--- src/rtl/bus_demultiplexer_pkg.sv ---
// Shared definitions for the data-bus demultiplexer: widths, bus-write select codes, write FSM states.
// The bus multiplexer imports the same select codes, so the read and write sides cannot drift apart.
package bus_demultiplexer_pkg;

    localparam int unsigned DATA_W = 12;
    localparam int unsigned IR_W   = 8;
    localparam int unsigned SEL_W  = 4;

    localparam logic [SEL_W-1:0] SEL_DMEM = SEL_W'(0);
    localparam logic [SEL_W-1:0] SEL_R    = SEL_W'(1);
    localparam logic [SEL_W-1:0] SEL_IR   = SEL_W'(2);
    localparam logic [SEL_W-1:0] SEL_RL   = SEL_W'(3);
    localparam logic [SEL_W-1:0] SEL_RC   = SEL_W'(4);
    localparam logic [SEL_W-1:0] SEL_RP   = SEL_W'(5);
    localparam logic [SEL_W-1:0] SEL_RQ   = SEL_W'(6);
    localparam logic [SEL_W-1:0] SEL_R1   = SEL_W'(7);
    localparam logic [SEL_W-1:0] SEL_AC   = SEL_W'(8);
    localparam logic [SEL_W-1:0] SEL_IDLE = SEL_W'(9);

    typedef enum logic {
        ST_IDLE = 1'b0,
        ST_WAIT = 1'b1
    } wrState_e;

endpackage

--- src/rtl/bus_demultiplexer_if.sv ---
// Bus-write port bundle: control-unit strobes, shared bus, ALU result, data-memory handshake
// and the destination registers that the demultiplexer drives.
interface bus_demultiplexer_if #(
    parameter int unsigned dataW = bus_demultiplexer_pkg::DATA_W,
    parameter int unsigned irW   = bus_demultiplexer_pkg::IR_W
);
    import bus_demultiplexer_pkg::*;

    logic [SEL_W-1:0] writeSel;
    logic [dataW-1:0] busIn;
    logic [3:0]       incEn;
    logic [dataW-1:0] aluOut;
    logic             acAluLd;
    logic [dataW-1:0] memAddr;
    logic             memWrAck;

    logic [dataW-1:0] R;
    logic [irW-1:0]   IR;
    logic [dataW-1:0] RL;
    logic [dataW-1:0] RC;
    logic [dataW-1:0] RP;
    logic [dataW-1:0] RQ;
    logic [dataW-1:0] R1;
    logic [dataW-1:0] AC;
    logic             memWrReq;
    logic [dataW-1:0] memWrAddr;
    logic [dataW-1:0] memWrData;
    logic             busy;
    logic             wrOverrun;

    modport master (
        output writeSel, busIn, incEn, aluOut, acAluLd, memAddr, memWrAck,
        input  R, IR, RL, RC, RP, RQ, R1, AC,
        input  memWrReq, memWrAddr, memWrData, busy, wrOverrun
    );

    modport slave (
        input  writeSel, busIn, incEn, aluOut, acAluLd, memAddr, memWrAck,
        output R, IR, RL, RC, RP, RQ, R1, AC,
        output memWrReq, memWrAddr, memWrData, busy, wrOverrun
    );

endinterface

--- src/rtl/bus_demultiplexer_dest_reg.sv ---
// Destination register with synchronous reset, bus load and wrap-around increment.
// A bus load in the same cycle as an increment wins; the increment is dropped.
module bus_demultiplexer_dest_reg #(
    parameter int unsigned width = bus_demultiplexer_pkg::DATA_W
) (
    input  logic             clk,
    input  logic             rst,
    input  logic             ld,
    input  logic             inc,
    input  logic [width-1:0] d,
    output logic [width-1:0] q
);

    always_ff @(posedge clk) begin
        if (rst) begin
            q <= '0;
        end else if (ld) begin
            q <= d;
        end else if (inc) begin
            q <= q + width'(1);
        end
    end

endmodule

--- src/rtl/bus_demultiplexer.sv ---
// Write side of the processor data bus: decodes writeSel into one destination register load,
// applies per-register increments, and runs the request/ack handshake for data-memory writes.
module bus_demultiplexer
    import bus_demultiplexer_pkg::*;
#(
    parameter int unsigned dataW = DATA_W,
    parameter int unsigned irW   = IR_W
) (
    input  logic                 clk,
    input  logic                 rst,
    bus_demultiplexer_if.slave   bus
);

    logic ldR, ldIR, ldRL, ldRC, ldRP, ldRQ, ldR1, ldAC, selDmem;

    wrState_e         state, stateNext;
    logic [dataW-1:0] addrNext, dataNext;
    logic             overrunNext;

    // One-hot select decode; codes 9..15 load nothing
    always_comb begin
        selDmem = (bus.writeSel == SEL_DMEM);
        ldR     = (bus.writeSel == SEL_R);
        ldIR    = (bus.writeSel == SEL_IR);
        ldRL    = (bus.writeSel == SEL_RL);
        ldRC    = (bus.writeSel == SEL_RC);
        ldRP    = (bus.writeSel == SEL_RP);
        ldRQ    = (bus.writeSel == SEL_RQ);
        ldR1    = (bus.writeSel == SEL_R1);
        ldAC    = (bus.writeSel == SEL_AC);
    end

    bus_demultiplexer_dest_reg #(.width(dataW)) uR (
        .clk(clk), .rst(rst), .ld(ldR), .inc(1'b0), .d(bus.busIn), .q(bus.R)
    );
    bus_demultiplexer_dest_reg #(.width(dataW)) uRL (
        .clk(clk), .rst(rst), .ld(ldRL), .inc(1'b0), .d(bus.busIn), .q(bus.RL)
    );
    bus_demultiplexer_dest_reg #(.width(dataW)) uRC (
        .clk(clk), .rst(rst), .ld(ldRC), .inc(bus.incEn[0]), .d(bus.busIn), .q(bus.RC)
    );
    bus_demultiplexer_dest_reg #(.width(dataW)) uRP (
        .clk(clk), .rst(rst), .ld(ldRP), .inc(bus.incEn[1]), .d(bus.busIn), .q(bus.RP)
    );
    bus_demultiplexer_dest_reg #(.width(dataW)) uRQ (
        .clk(clk), .rst(rst), .ld(ldRQ), .inc(bus.incEn[2]), .d(bus.busIn), .q(bus.RQ)
    );
    bus_demultiplexer_dest_reg #(.width(dataW)) uR1 (
        .clk(clk), .rst(rst), .ld(ldR1), .inc(bus.incEn[3]), .d(bus.busIn), .q(bus.R1)
    );

    // IR takes the low bus bits; AC prefers the bus over the ALU result
    always_ff @(posedge clk) begin
        if (rst) begin
            bus.IR <= '0;
            bus.AC <= '0;
        end else begin
            if (ldIR) begin
                bus.IR <= bus.busIn[irW-1:0];
            end
            if (ldAC) begin
                bus.AC <= bus.busIn;
            end else if (bus.acAluLd) begin
                bus.AC <= bus.aluOut;
            end
        end
    end

    // Data-memory write FSM: next state and next output values
    always_comb begin
        stateNext   = state;
        addrNext    = bus.memWrAddr;
        dataNext    = bus.memWrData;
        overrunNext = 1'b0;
        case (state)
            ST_IDLE: begin
                if (selDmem) begin
                    stateNext = ST_WAIT;
                    addrNext  = bus.memAddr;
                    dataNext  = bus.busIn;
                end
            end
            ST_WAIT: begin
                // A new write while one is pending is dropped, even in the ack cycle
                overrunNext = selDmem;
                if (bus.memWrAck) begin
                    stateNext = ST_IDLE;
                end
            end
            default: begin
                stateNext = ST_IDLE;
            end
        endcase
    end

    always_ff @(posedge clk) begin
        if (rst) begin
            state         <= ST_IDLE;
            bus.memWrReq  <= 1'b0;
            bus.busy      <= 1'b0;
            bus.wrOverrun <= 1'b0;
            bus.memWrAddr <= '0;
            bus.memWrData <= '0;
        end else begin
            state         <= stateNext;
            bus.memWrReq  <= (stateNext == ST_WAIT);
            bus.busy      <= (stateNext == ST_WAIT);
            bus.wrOverrun <= overrunNext;
            bus.memWrAddr <= addrNext;
            bus.memWrData <= dataNext;
        end
    end

endmodule
--- src/flat_wrapper.sv ---
// flat-port wrapper written by rule: the top's interface ports become plain ports
module bus_demultiplexer_flat import bus_demultiplexer_pkg::*;
#(
    parameter int unsigned dataW = DATA_W,
    parameter int unsigned irW   = IR_W
)
  (clk, rst, bus_writeSel, bus_busIn, bus_incEn, bus_aluOut, bus_acAluLd, bus_memAddr, bus_memWrAck, bus_R, bus_IR, bus_RL, bus_RC, bus_RP, bus_RQ, bus_R1, bus_AC, bus_memWrReq, bus_memWrAddr, bus_memWrData, bus_busy, bus_wrOverrun);
  bus_demultiplexer_if #(.dataW(dataW), .irW(irW)) bus_i ();
  input  logic clk;
  input  logic rst;
  input wire logic [$bits(bus_i.writeSel)-1:0] bus_writeSel;
  input wire logic [$bits(bus_i.busIn)-1:0] bus_busIn;
  input wire logic [$bits(bus_i.incEn)-1:0] bus_incEn;
  input wire logic [$bits(bus_i.aluOut)-1:0] bus_aluOut;
  input wire logic [$bits(bus_i.acAluLd)-1:0] bus_acAluLd;
  input wire logic [$bits(bus_i.memAddr)-1:0] bus_memAddr;
  input wire logic [$bits(bus_i.memWrAck)-1:0] bus_memWrAck;
  output wire logic [$bits(bus_i.R)-1:0] bus_R;
  output wire logic [$bits(bus_i.IR)-1:0] bus_IR;
  output wire logic [$bits(bus_i.RL)-1:0] bus_RL;
  output wire logic [$bits(bus_i.RC)-1:0] bus_RC;
  output wire logic [$bits(bus_i.RP)-1:0] bus_RP;
  output wire logic [$bits(bus_i.RQ)-1:0] bus_RQ;
  output wire logic [$bits(bus_i.R1)-1:0] bus_R1;
  output wire logic [$bits(bus_i.AC)-1:0] bus_AC;
  output wire logic [$bits(bus_i.memWrReq)-1:0] bus_memWrReq;
  output wire logic [$bits(bus_i.memWrAddr)-1:0] bus_memWrAddr;
  output wire logic [$bits(bus_i.memWrData)-1:0] bus_memWrData;
  output wire logic [$bits(bus_i.busy)-1:0] bus_busy;
  output wire logic [$bits(bus_i.wrOverrun)-1:0] bus_wrOverrun;
  assign bus_i.writeSel = bus_writeSel;
  assign bus_i.busIn = bus_busIn;
  assign bus_i.incEn = bus_incEn;
  assign bus_i.aluOut = bus_aluOut;
  assign bus_i.acAluLd = bus_acAluLd;
  assign bus_i.memAddr = bus_memAddr;
  assign bus_i.memWrAck = bus_memWrAck;
  assign bus_R = bus_i.R;
  assign bus_IR = bus_i.IR;
  assign bus_RL = bus_i.RL;
  assign bus_RC = bus_i.RC;
  assign bus_RP = bus_i.RP;
  assign bus_RQ = bus_i.RQ;
  assign bus_R1 = bus_i.R1;
  assign bus_AC = bus_i.AC;
  assign bus_memWrReq = bus_i.memWrReq;
  assign bus_memWrAddr = bus_i.memWrAddr;
  assign bus_memWrData = bus_i.memWrData;
  assign bus_busy = bus_i.busy;
  assign bus_wrOverrun = bus_i.wrOverrun;
  bus_demultiplexer #(.dataW(dataW), .irW(irW)) u_core (.clk(clk), .rst(rst), .bus(bus_i));
endmodule
--- config.mk ---
export PLATFORM = sky130hd
export DESIGN_NAME = bus_demultiplexer_flat
export DESIGN_NICKNAME = d
export VERILOG_FILES = /design/src/rtl/bus_demultiplexer_pkg.sv /design/src/rtl/bus_demultiplexer_if.sv /design/src/rtl/bus_demultiplexer_dest_reg.sv /design/src/rtl/bus_demultiplexer.sv /design/src/flat_wrapper.sv
export SDC_FILE = /design/constraint.sdc
export NUM_CORES = 1
export LEC_CHECK = 0
export CAP_MARGIN = 40
export CORE_MARGIN = 10
export CORE_UTILIZATION = 50
export CTS_CLUSTER_DIAMETER = 150
export DETAILED_ROUTE_END_ITERATION = 6
export PLACE_DENSITY = 0.86
export SYNTH_ARGS = -nofsm -noshare
export SYNTH_HDL_FRONTEND = slang
export SYNTH_SLANG_ARGS = --single-unit
--- constraint.sdc ---
create_clock -name clk -period 3.57 [get_ports clk]
set_clock_uncertainty 0.05 [all_clocks]
set_input_delay 0.714 -clock clk [delete_from_list [all_inputs] [get_ports clk]]
set_output_delay 0.714 -clock clk [all_outputs]
set_load 0.02 [all_outputs]
==> impl_metrics.py, run 1 <==
metrics = {
    "clock_network": {
        "cts_htree_levels": 4,
        "cts_resized": 0,
        "clock_path_buffers": 2,
        "clkTransAtPathRegs_ns": 0.06,
        "post_cts_buffers": 0,
        "clkLatencyLatePin_ns": 0.51,
        "cts_inserted_buffers": 17,
        "hold_buffers": 0,
        "cts_root_buffer": "clkbuf_8",
        "cts_tree": "done",
        "cts.sinks": 118,
    },
    "global_route": {
        "grt_usage": 0.219,
        "grt_pass1_wl_um": 25500,
        "grt_pass1_vias": 4868,
        "antenna_found_initial": 0,
        "grt_max_degree": 53,
        "grt_remaining_overflow": 0,
    },
    "die": {
        "die_w_um": 121,
        "die_area_mm2": 0.0145,
        "start_util": 0.515,
        "boundaryPins": 167,
        "coreArea_mm2": 0.00982,
        "dieHeight_um": 121,
        "rows": 36,
    },
    "timing": {
        "fin_crit_sh": 0.673,
        "max_freq_ghz": 0.416,
        "tightest_slew_ns": 0.802,
        "setup_ws_ns": 1.17,
        "rsz0062_at_grt": "false",
        "finalSetupViolCount": 0,
        "maxSlewHeadroom": 0.463,
        "finalHoldViolations": 0,
        "drv_slew": 0,
        "min_period_ns": 2.40,
        "setup_tns_ns": 0,
    },
    "route": {
        "drtAntennaViolNets": 0,
        "vias": 4881,
        "wl_met2_um": 7980,
        "top_layer_used": "met4",
        "wl_met1_um": 6600,
        "wl_per_cell_um": 18.3,
        "drt-initial-drc-count": 374,
        "wl_met3_um": 1450,
        "drc_errors": 0,
        "drtPass1Iterations": 6,
        "drt-total-wl_um": 16400,
        "via_per_inst": 5.46,
    },
    "yosys": {
        "synth_cell_type_count": 39,
        "synth-main-ff-cell": "dfxtp_1",
        "async_flop_share": 0,
        "synth_edf_count": 0,
        "synth_nets": 661,
        "avgSynthCellArea_um2": 8.30,
        "yosysWarnings": 0,
        "synth_seq_area_share": 0.467,
        "synth_area_mm2": 0.00506,
        "ys_seq_elements": 118,
        "synthesis.instances": 609,
    },
    "placement": {
        "hpwl_um": 11500,
        "place_inst": 862,
        "gp_congestion": 0.834,
        "pre_cts_slack_ns": 0.649,
        "io_buffers": 166,
    },
    "cells_and_area": {
        "layoutNonFillerInstCount": 894,
        "nNetsFinal": 800,
        "final_common_cell": "clkdlybuf4s50_1",
        "nFillCells": 730,
        "n_antenna_cell": 0,
        "drive_gt1_frac": 0.0552,
        "finalCoreUtilization": 0.746,
        "area_delta_synth_final_pct": 44.9,
        "layout_common_cells": "clkdlybuf4s50_1, nand2_1, dfxtp_1",
    },
    "critical_path": {
        "critPathRequiredTime_ns": 3.91,
        "cp-start-kind": "primary input",
        "critPathCaptureType": "register",
        "cp_top_family": "simple AND/OR/NAND/NOR gates",
        "max_stage_delay_ns": 0.62,
        "crit_chain": "clkdlybuf4s50_1 -> nor2b_1 -> nand3b_1 -> a221oi_1",
        "crit_buf_inv": 1,
        "arrival_ns": 2.74,
        "slowest_stage": "clkdlybuf4s50_1",
        "critPathKind": "primary input to register",
        "crit_path_max_fanout": 20,
    },
    "pwr": {
        "powerDensity_mw_per_mm2": 488,
        "ir_drop_v": 0.000312,
        "p_leak_uw": 0.00249,
    },
    "status": {
        "outcome": "completed",
    },
    "job": {
        "drv_cap": 0,
    },
    "hold_path": {
        "hold_path.class": "register to register",
    },
}
==> metrics by stage <==
step	hold WS (ns)	area [um2]	total power (uW)
after floorplan	0.484	5060	1640
after global placement	0.392	6710	1840
after detailed placement	0.396	6710	1850
after CTS	0.405	7330	3580
after global routing	0.424	7330	3690
final	0.405	7330	3570
==> worst paths after layout <==
kind / from / slack, ns / cells past startpoint / end
worst max-delay path: bus_writeSel[0] / 1.17 / 4 / u_core.uRP.q[9]
worst min-delay path: u_core.bus.memWrData[6] / 0.41 / 2 / u_core.bus.memWrData[6]
worst max register to register: u_core.uRQ.q[0] / 1.80 / 4 / u_core.uRQ.q[11]
worst min register to register: u_core.bus.memWrData[6] / 0.41 / 2 / u_core.bus.memWrData[6]
==> cell type report <==
cell class / count / area [um2] / share of cell area
multi-input cells: 431 / 2450 / 0.335
repair buffers: 171 / 1700 / 0.232
clock inverters: 14 / 185 / 0.0253
clock buffers: 18 / 428 / 0.0584
flip-flops and latches: 118 / 2360 / 0.322
well taps: 133 / 166 / 0.0227
inverters: 9 / 33.8 / 0.00461
==> kinds of logic after synthesis <==
logic type / count (synthesis) / synth area share
and+or+nand+nor: 249 / 0.219
buffers and inverters: 60 / 0.0485
muxes: 16 / 0.0317
adders and majority gates: 4 / 0.00990
xor gates and xnor gates: 41 / 0.0710
AOI/OAI and AO/OA: 121 / 0.153
DFF: 118 / 0.467
==> report_power, final <==
group | switching [uW] | internal [uW] | total, uW
registers | 48.4 | 1370 | 1420
logic | 216 | 189 | 405
clock network | 651 | 1100 | 1750
==> per-layer routing <==
metal | track usage | vias up
li1 | - | 2367
met3 | 0.0726 | 29
met1 | 0.255 | 2258
met2 | 0.364 | 227
met4 | 0.0852 | 0
met5 | 0 | -
==> sequential cells by signal, summed over array words and instances, names as in the netlist <==
name	cells
u_core.bus.AC	12
u_core.bus.IR	8
u_core.bus.memWrAddr	12
u_core.bus.memWrData	12
u_core.bus.memWrReq	1
u_core.bus.wrOverrun	1
u_core.uR.q	12
u_core.uR1.q	12
u_core.uRC.q	12
u_core.uRL.q	12
u_core.uRP.q	12
u_core.uRQ.q	12
==> synthesized netlist by cell type (all sizes together) (4+ instances only) <==
master,number,share of area
nand4,12,0.015
clkbuf,42,0.031
ha,4,0.0099
nand3,11,0.011
xor2,12,0.021
a211oi,45,0.067
mux2i,16,0.032
nor4,6,0.0074
nor2,56,0.042
nor3,14,0.014
xnor2,29,0.050
dfxtp,118,0.47
a221oi,12,0.021
buf,9,0.011
or3,4,0.0049
nand2,126,0.094
a21oi,57,0.056
inv,9,0.0067
==> worst register-to-register path: cells and delay by family (launching register included) <==
family	cells	cell delay, ns
and+or+nand+nor	3	1.10
DFF	1	0.40
AOI/OAI and AO/OA	1	0.15
No activity file was read; power rests on OpenSTA's default activity.
==> inputs of run 2 (changes only) <==
--- a/config.mk
+++ b/config.mk
@@ -7,10 +7,10 @@
 export LEC_CHECK = 0
 export CAP_MARGIN = 40
 export CORE_MARGIN = 10
-export CORE_UTILIZATION = 50
+export CORE_UTILIZATION = 42
 export CTS_CLUSTER_DIAMETER = 150
 export DETAILED_ROUTE_END_ITERATION = 6
-export PLACE_DENSITY = 0.86
+export PLACE_DENSITY = 0.77
 export SYNTH_ARGS = -nofsm -noshare
 export SYNTH_HDL_FRONTEND = slang
 export SYNTH_SLANG_ARGS = --single-unit
==> constraint.sdc (replaced) <==
create_clock -name clk -period 2 [get_ports clk]
set_clock_uncertainty 0.05 [all_clocks]
set_input_delay 0.4 -clock clk [delete_from_list [all_inputs] [get_ports clk]]
set_output_delay 0.4 -clock clk [all_outputs]
set_load 0.02 [all_outputs]
==> impl_metrics.py, run 2 (synthesis gave the netlist of run 1 again) <==
metrics = {
    "global_route": {
        "antenna_found_initial": 0,
        "met1_usage": 0.237,
        "grt_remaining_overflow": 0,
        "grt_usage": 0.202,
        "grt_busiest_layer": "met2",
        "grt_pass1_vias": 5135,
        "met3_usage": 0.0803,
        "grt_pass1_wl_um": 26900,
        "grt_max_degree": 43,
        "gr-usage-met2": 0.323,
    },
    "critical_path": {
        "crit_path_max_fanout": 6,
        "crit_buf_inv": 1,
        "path_depth": 1,
        "critPathKind": "register to output pin",
        "cp_top_family": "buffers and inverters",
        "critPathRequiredTime_ns": 1.55,
        "arrival_ns": 1.50,
        "crit_chain": "clkdlybuf4s50_1",
        "cp-start-kind": "register",
        "critPathCaptureType": "output pin",
        "slowest_stage": "clkdlybuf4s50_1",
        "max_stage_delay_ns": 0.65,
        "worstRegToRegCells": 4,
    },
    "timing": {
        "drv_slew": 0,
        "finalSetupViolCount": 0,
        "min_period_ns": 1.95,
        "max_freq_ghz": 0.514,
        "finalHoldViolations": 0,
        "fin_crit_sh": 0.973,
        "maxSlewHeadroom": 0.722,
        "rsz0062_at_grt": "false",
        "tightest_slew_ns": 0.417,
        "hold_ws_ns": 0.367,
    },
    "clock_network": {
        "post_cts_buffers": 0,
        "clkTransAtPathRegs_ns": 0.05,
        "cts_htree_levels": 4,
        "clkLatencyLatePin_ns": 0.41,
        "cts_tree": "done",
        "cts.sinks": 118,
        "cts_root_buffer": "clkbuf_16",
        "clock_path_buffers": 2,
        "cts_inserted_buffers": 17,
    },
    "die": {
        "dieHeight_um": 130,
        "start_util": 0.424,
        "die_area_mm2": 0.0168,
        "rows": 40,
        "coreArea_mm2": 0.0119,
        "die_w_um": 130,
        "boundaryPins": 167,
    },
    "placement": {
        "hpwl_um": 12500,
        "gp_congestion": 0.828,
        "io_buffers": 166,
        "place_area_mm2": 0.00713,
    },
    "cells_and_area": {
        "area_delta_synth_final_pct": 53.6,
        "final_common_cell": "clkdlybuf4s50_1",
        "finalCoreUtilization": 0.652,
        "drive_gt1_frac": 0.0965,
        "layout_common_cells": "clkdlybuf4s50_1, nand2_1, dfxtp_1",
        "nNetsFinal": 838,
        "final_area_mm2": 0.00777,
        "nFillCells": 972,
    },
    "pwr": {
        "ir_drop_v": 0.000394,
        "seqPwrFrac": 0.388,
        "p_int_uw": 5000,
        "p_leak_uw": 0.00281,
        "p_total_uw": 6520,
        "pwr-share-clk": 0.490,
        "switching_share": 0.233,
        "power.share.combinational": 0.122,
        "powerDensity_mw_per_mm2": 839,
        "p_switching_uw": 1520,
    },
    "route": {
        "vias": 5128,
        "drc_errors": 0,
        "drtAntennaViolNets": 0,
        "drt-initial-drc-count": 385,
        "wl_per_cell_um": 18.4,
        "drt-total-wl_um": 17400,
        "drtPass1Iterations": 6,
        "via_per_inst": 5.42,
    },
    "hold_path": {
        "hold_path.class": "primary input to register",
        "worst_hold_path.num_cells": 2,
    },
    "job": {
        "drv_cap": 0,
    },
    "status": {
        "outcome": "completed",
    },
}
==> run 2: layout make-up <==
class | count | area (um2) | share of cell area
well taps | 147 | 184 | 0.0237
inverters | 9 | 33.8 | 0.00435
clock buffers | 22 | 474 | 0.0611
multi-input cells | 431 | 2450 | 0.316
flip-flops and latches | 118 | 2360 | 0.304
clock inverters | 9 | 149 | 0.0192
repair buffers | 209 | 2110 | 0.271
diodes | 1 | 2.50 | 0.000322
==> run 2: power by group through the flow <==
stage	clock, uW	combinational (uW)	sequential, uW
floorplan	0	261	2670
global placement	0	774	2570
detailed placement	0	793	2580
CTS	3230	798	2530
global route	3340	848	2540
finish	3190	793	2530
==> run 2: routing by layer <==
layer / vias up / routed length, um
li1: 2448 / -
met1: 2441 / 7210
met2: 205 / 8210
met3: 34 / 1580
met4: 0 / 398
met5: - / 0
==> run 2: metrics by stage <==
| step | setup TNS (ns) | std cells | setup slack, ns |
|---|---|---|---|
| 6_report | 0 | 946 | 0.0539 |
| 5_1_grt | 0 | 945 | 0.000679 |
| 4_1_cts | 0 | 945 | 0.0145 |
| 3_5_place_dp | -5.64 | 914 | -0.258 |
| 3_3_place_gp | -3.72 | 914 | -0.217 |
| 2_1_floorplan | 0 | 609 | 0.167 |
==> run 2: path summary, 6_finish.rpt <==
path / startpoint / end / slack, ns
worst max-delay path: u_core.uRQ.q[4] / bus_RQ[4] / 0.05
worst min-delay path: rst / u_core.bus.IR[3] / 0.37
worst max register to register: u_core.uRQ.q[4] / u_core.uRQ.q[11] / 0.16
worst min register to register: u_core.uR.q[5] / u_core.uR.q[5] / 0.40
==> run 2: timing repair <==
action | in CTS | in global routing
resized for setup | 0 | 5
hold buffers | 0 | 0
endpoints found under the setup margin | 0 | 5
